File: src/rtl/pipeline_ctrl_pkg.sv
// Shared types and widths for the pipeline hazard/sequencing controller.
package pipeline_ctrl_pkg;

  localparam int unsigned REG_ADDR_W = 5;

  typedef enum logic [1:0] {
    RUN      = 2'b00,
    MEM_WAIT = 2'b01,
    REDIRECT = 2'b10
  } state_t;

  typedef enum logic [1:0] {
    FWD_RF  = 2'b00,
    FWD_MEM = 2'b01,
    FWD_WB  = 2'b10
  } fwd_sel_t;

endpackage

File: src/rtl/forward_unit.sv
// EX-stage operand forwarding select; EX/MEM beats MEM/WB and x0 is never forwarded.
module forward_unit
  import pipeline_ctrl_pkg::*;
(
  input  logic [REG_ADDR_W-1:0] ex_rs1,
  input  logic [REG_ADDR_W-1:0] ex_rs2,
  input  logic [REG_ADDR_W-1:0] mem_rd,
  input  logic                  mem_reg_write,
  input  logic [REG_ADDR_W-1:0] wb_rd,
  input  logic                  wb_reg_write,
  output logic [1:0]            fwd_a,
  output logic [1:0]            fwd_b
);

  function automatic fwd_sel_t fwd_sel(input logic [REG_ADDR_W-1:0] rs,
                                       input logic [REG_ADDR_W-1:0] m_rd,
                                       input logic                  m_we,
                                       input logic [REG_ADDR_W-1:0] w_rd,
                                       input logic                  w_we);
    if (m_we && (m_rd != '0) && (m_rd == rs)) begin
      return FWD_MEM;
    end else if (w_we && (w_rd != '0) && (w_rd == rs)) begin
      return FWD_WB;
    end
    return FWD_RF;
  endfunction

  assign fwd_a = fwd_sel(ex_rs1, mem_rd, mem_reg_write, wb_rd, wb_reg_write);
  assign fwd_b = fwd_sel(ex_rs2, mem_rd, mem_reg_write, wb_rd, wb_reg_write);

endmodule

File: src/rtl/pipeline_ctrl.sv
// Five-stage pipeline controller: load-use stalls, branch flushes, dmem waits and perf counters.
module pipeline_ctrl
  import pipeline_ctrl_pkg::*;
#(
  parameter int unsigned REDIRECT_EXTRA = 1,
  parameter int unsigned MEM_TIMEOUT    = 64,
  parameter int unsigned CNT_W          = 32
) (
  input  logic                  clk,
  input  logic                  rst_n,
  input  logic [REG_ADDR_W-1:0] id_rs1,
  input  logic [REG_ADDR_W-1:0] id_rs2,
  input  logic                  id_use_rs1,
  input  logic                  id_use_rs2,
  input  logic [REG_ADDR_W-1:0] ex_rs1,
  input  logic [REG_ADDR_W-1:0] ex_rs2,
  input  logic [REG_ADDR_W-1:0] ex_rd,
  input  logic                  ex_mem_read,
  input  logic                  ex_branch_taken,
  input  logic [REG_ADDR_W-1:0] mem_rd,
  input  logic                  mem_reg_write,
  input  logic [REG_ADDR_W-1:0] wb_rd,
  input  logic                  wb_reg_write,
  input  logic                  dmem_req,
  input  logic                  dmem_ready,
  output logic                  pc_en,
  output logic                  pc_redirect,
  output logic                  if_id_en,
  output logic                  if_id_flush,
  output logic                  id_ex_en,
  output logic                  id_ex_flush,
  output logic                  ex_mem_en,
  output logic                  mem_wb_en,
  output logic [1:0]            fwd_a,
  output logic [1:0]            fwd_b,
  output logic                  mem_timeout,
  output logic [CNT_W-1:0]      stall_cnt,
  output logic [CNT_W-1:0]      flush_cnt
);

  localparam int unsigned WaitW = $clog2(MEM_TIMEOUT + 1);
  localparam logic [WaitW-1:0] WaitMax = WaitW'(MEM_TIMEOUT);

  state_t             state_q, state_d;
  logic [2:0]         redir_cnt_q, redir_cnt_d;
  logic [WaitW-1:0]   wait_cnt_q, wait_cnt_d;
  logic               timeout_q, timeout_d;
  logic [CNT_W-1:0]   stall_q, stall_d;
  logic [CNT_W-1:0]   flush_q, flush_d;
  logic               mem_wait, load_use, branch_fire;
  logic [1:0]         fwd_a_raw, fwd_b_raw;

  forward_unit u_forward_unit (
    .ex_rs1        (ex_rs1),
    .ex_rs2        (ex_rs2),
    .mem_rd        (mem_rd),
    .mem_reg_write (mem_reg_write),
    .wb_rd         (wb_rd),
    .wb_reg_write  (wb_reg_write),
    .fwd_a         (fwd_a_raw),
    .fwd_b         (fwd_b_raw)
  );

  assign mem_wait = dmem_req && !dmem_ready;
  assign load_use = ex_mem_read && (ex_rd != '0) &&
                    ((id_use_rs1 && (ex_rd == id_rs1)) || (id_use_rs2 && (ex_rd == id_rs2)));

  always_comb begin
    pc_en       = 1'b1;
    pc_redirect = 1'b0;
    if_id_en    = 1'b1;
    if_id_flush = 1'b0;
    id_ex_en    = 1'b1;
    id_ex_flush = 1'b0;
    ex_mem_en   = 1'b1;
    mem_wb_en   = 1'b1;
    branch_fire = 1'b0;
    state_d     = RUN;
    redir_cnt_d = redir_cnt_q;
    wait_cnt_d  = '0;

    if (mem_wait) begin
      pc_en      = 1'b0;
      if_id_en   = 1'b0;
      id_ex_en   = 1'b0;
      ex_mem_en  = 1'b0;
      mem_wb_en  = 1'b0;
      state_d    = MEM_WAIT;
      wait_cnt_d = (wait_cnt_q == WaitMax) ? wait_cnt_q : wait_cnt_q + WaitW'(1);
    end else if (ex_branch_taken) begin
      pc_redirect = 1'b1;
      if_id_flush = 1'b1;
      id_ex_flush = 1'b1;
      branch_fire = 1'b1;
      if (REDIRECT_EXTRA > 0) begin
        state_d     = REDIRECT;
        redir_cnt_d = 3'(REDIRECT_EXTRA);
      end
    end else if (state_q == REDIRECT) begin
      // Fetch is still returning wrong-path words for the imem latency.
      if_id_flush = 1'b1;
      if (redir_cnt_q > 3'd1) begin
        state_d     = REDIRECT;
        redir_cnt_d = redir_cnt_q - 3'd1;
      end
    end else if (load_use) begin
      pc_en       = 1'b0;
      if_id_en    = 1'b0;
      id_ex_flush = 1'b1;
    end

    timeout_d = timeout_q | (wait_cnt_d == WaitMax);
    stall_d   = (!pc_en && (stall_q != '1)) ? stall_q + CNT_W'(1) : stall_q;
    flush_d   = (branch_fire && (flush_q != '1)) ? flush_q + CNT_W'(1) : flush_q;

    // Reset must reach the pipeline immediately, not at the next edge.
    if (!rst_n) begin
      pc_en       = 1'b0;
      pc_redirect = 1'b0;
      if_id_en    = 1'b0;
      if_id_flush = 1'b1;
      id_ex_en    = 1'b0;
      id_ex_flush = 1'b1;
      ex_mem_en   = 1'b0;
      mem_wb_en   = 1'b0;
    end
  end

  always_ff @(posedge clk or negedge rst_n) begin
    if (!rst_n) begin
      state_q     <= RUN;
      redir_cnt_q <= '0;
      wait_cnt_q  <= '0;
      timeout_q   <= 1'b0;
      stall_q     <= '0;
      flush_q     <= '0;
    end else begin
      state_q     <= state_d;
      redir_cnt_q <= redir_cnt_d;
      wait_cnt_q  <= wait_cnt_d;
      timeout_q   <= timeout_d;
      stall_q     <= stall_d;
      flush_q     <= flush_d;
    end
  end

  assign fwd_a       = rst_n ? fwd_a_raw : FWD_RF;
  assign fwd_b       = rst_n ? fwd_b_raw : FWD_RF;
  assign mem_timeout = timeout_q;
  assign stall_cnt   = stall_q;
  assign flush_cnt   = flush_q;

endmodule

File: config.mk
export PLATFORM = sky130hd
export DESIGN_NAME = pipeline_ctrl
export DESIGN_NICKNAME = d
export VERILOG_FILES = /design/src/rtl/pipeline_ctrl_pkg.sv /design/src/rtl/forward_unit.sv /design/src/rtl/pipeline_ctrl.sv
export SDC_FILE = /design/constraint.sdc
export NUM_CORES = 1
export LEC_CHECK = 0
export CAP_MARGIN = 10
export CORE_AREA = 4 4 120 87
export DETAILED_ROUTE_END_ITERATION = 16
export DIE_AREA = 0 0 124 91
export PLACE_DENSITY = 0.81
export SLEW_MARGIN = 25
export SYNTH_ARGS = -nofsm -noshare
export SYNTH_HDL_FRONTEND = slang
export SYNTH_SLANG_ARGS = --single-unit
File: constraint.sdc
create_clock -name clk -period 2.1 [get_ports clk]
set_input_delay 0.315 -clock clk [delete_from_list [all_inputs] [get_ports clk]]
set_output_delay 0.315 -clock clk [all_outputs]
set_load 0.02 [all_outputs]
==> metrics.cfg <==
[timing]
setup_ws_ns=-0.0583
final-hold-violation-count=0
relSlewSlack=0.533
clock_skew_ns=0.00622
setup_viol_count_final=3
finalCriticalPeriod_ns=2.16
max_freq_mhz=463
rsz0062_at_grt=yes
slew_viol_final=0
min_period_over_period=1.03
worst_pin_slew_ns=0.698

[clock_tree]
clockBufferDepth=2
cts-buffers-inserted=9
cts_tree=done
path_clk_slew_ns=0.05
clock-sinks=77
htree_levels=3
cts_root_buf=clkbuf_16
worstSkewPairLatency_ns=0.33

[outcome]
status=finished, violations left
violations=negative setup slack

[synth]
avgSynthCellArea_sq_um=10.1
synth_area_sq_um=4100
ys_warn_count=0
synth_area_leader_cell=dfrtp_1
seq_area_frac_synth=0.470
synthTopCellsByCount=dfrtp_1 (77), xnor2_1 (63), nand2_1 (38)
yosysMostFrequentCell=dfrtp_1
syn-num-nets=457
synth-async-reset-ratio=1.00
ys_ff_latch=77
synth.distinct_cells=40
synthCells=407
ys.flop_type=dfrtp_1
synth_top_cells_by_area=dfrtp_1 (47%), xnor2_1 (13%), xor2_1 (7.5%)
synth.top_cell.area_share=0.470
synth_edf_count=0

[drt]
postRouteAntennaNets=0
wire_per_inst_microns=17.9
drcViolationCount=0
top_layer_used=met4
wl_met2_mm=6.31
drtIter0Drc=448
met3WireLength_microns=911
vias=4004
drt-pass1-iter-count=5
wl_met1_mm=5.35
routed_via_density=5.55
finalWirelength_mm=12.9

[global_routing]
antenna_found_initial=0
grt_pass1_vias=3926
grt_max_degree=34
grtUsageTotal=0.216
grt_first_pass_wirelength_mm=19.3
grt_overflow=0

[pwr]
p_int_uw=3410
p_leak_uw=0.00288
p_sw_frac=0.256
p_comb_frac=0.220
vdd_ir_drop_max_v=0.000854
pwr_density_cell_nw_per_um2=714
switching_power_uw=1180
p_clk_frac=0.407
seq_power_share=0.372

[die]
num_rows=29
die_area_sq_um=11300
die_h_microns=91
core_area_sq_um=9110
initial_core_util=0.450
pin_count=122
die_w_microns=124

[setup_path]
worstPathArrival_ns=1.84
critPathKind=primary input to output port
start_kind=primary input
crit_fanout=2
worst_setup_path_end_kind=output port
cp_data_required_time_ns=1.78

[placement]
dp.cells=698
gp_congestion=0.859
detailed_place_hpwl_mm=8.75
port_buffers=121

[cells_and_area]
area.growth.synth_to_final_pct=56.5
drive_above_1_share=0.199
fin_util=0.705
final_cells=722
diodes=0
nets=644

[hold_path]
hold_class=primary input to async pin

[run]
drv_cap=0

[power by group through the flow]
stage               clock (uW)  combinational, uW  sequential (uW)
detailed placement           0                966             1730
CTS                       1900                984             1710
finish                    1870               1010             1710
global route              1950               1080             1720
floorplan                    0                262             1870
global placement             0                944             1720
[what timing repair did]
action,4_1_cts,5_1_grt
pin swaps,13,17
endpoints found under the setup margin,34,36
cloned,1,2
buffers inserted,1,5
resized for setup,86,32
hold buffers,1,0
hold endpoints to repair,14,0
[critical path: stages]
cell             delay [ns]
clkdlybuf4s15_1        0.19
buf_6                  0.12
xor2_1                 0.15
or4_4                  0.55
nor4_4                 0.31
buf_4                  0.20
[through the flow]
stage	area, sq um	hold slack, ns	setup WS (ns)	total power, uW	setup TNS [ns]
after floorplan	4120	0.0194	0.0292	2130	0
after global placement	5830	0.309	-0.694	2660	-14.82
after detailed placement	5830	0.310	-0.753	2700	-17.88
after CTS	6270	0.193	0.00116	4590	0
after global routing	6420	0.234	-0.0682	4750	-0.281
final	6420	0.202	-0.0583	4590	-0.121
[layer usage]
layer,vias up,track usage
met4,0,0.0784
met2,218,0.353
met3,49,0.0466
met1,1929,0.284
met5,-,0
li1,1808,-
[final cells by class]
type                       instances  area, sq um
fill                             655         2690
multi-input combinational        314         2290
tap                              124          155
clock buffer                      11          243
clock inverter                     4          120
timing repair buffer             183         1650
inverter                           9         33.8
sequential                        77         1930
[cell families after synthesis]
kind of cell	synth area share
simple gates	0.235
xor+xnor	0.209
flops	0.470
compound gates	0.0387
buf+inv	0.0241
fa+ha+maj	0.0152
mux	0.00793
[registers in the layout, summed over array words and instances (netlist names)]
register     flops
flush_cnt       32
mem_timeout      1
redir_cnt_q      3
stall_cnt       32
state_q          2
wait_cnt_q       7
[path summary, 6_finish.rpt]
| path | startpoint | endpoint | slack [ns] | cells after the start |
|---|---|---|---|---|
| max | wb_rd[4] | fwd_a[1] | -0.06 | 6 |
| min | rst_n | stall_cnt[25] | 0.20 | 3 |
| max reg2reg | stall_cnt[24] | stall_cnt[25] | 0.01 | 6 |
| min reg2reg | mem_timeout | mem_timeout | 0.49 | 1 |
| max in group asynchronous | rst_n | wait_cnt_q[3] | 0.89 | 3 |
| min in group clk | mem_timeout | mem_timeout | 0.49 | 1 |
[layout by cell type, fill, tap and decap left out, types with 5 or more instances in the layout]
| cell | netlist | layout |
|---|---|---|
| dlygate4sd2_1 | 0 | 17 |
| nor3_1 | 12 | 11 |
| ha_1 | 5 | 5 |
| inv_1 | 9 | 9 |
| dfrtp_1 | 77 | 77 |
| xnor2_1 | 63 | 62 |
| clkdlybuf4s50_1 | 0 | 80 |
| buf_4 | 3 | 63 |
| xor2_1 | 35 | 34 |
| or4_4 | 1 | 6 |
| and3_1 | 19 | 19 |
| nor2_1 | 25 | 24 |
| nand2_1 | 38 | 38 |
| a21oi_1 | 7 | 6 |
| nand3_1 | 26 | 26 |
| and2_1 | 7 | 7 |
| clkbuf_16 | 0 | 9 |
| buf_6 | 2 | 5 |
| nand4_1 | 24 | 24 |
| and4_1 | 5 | 5 |
| dlymetal6s2s_1 | 0 | 8 |
No activity file was read; power rests on OpenSTA's default activity.
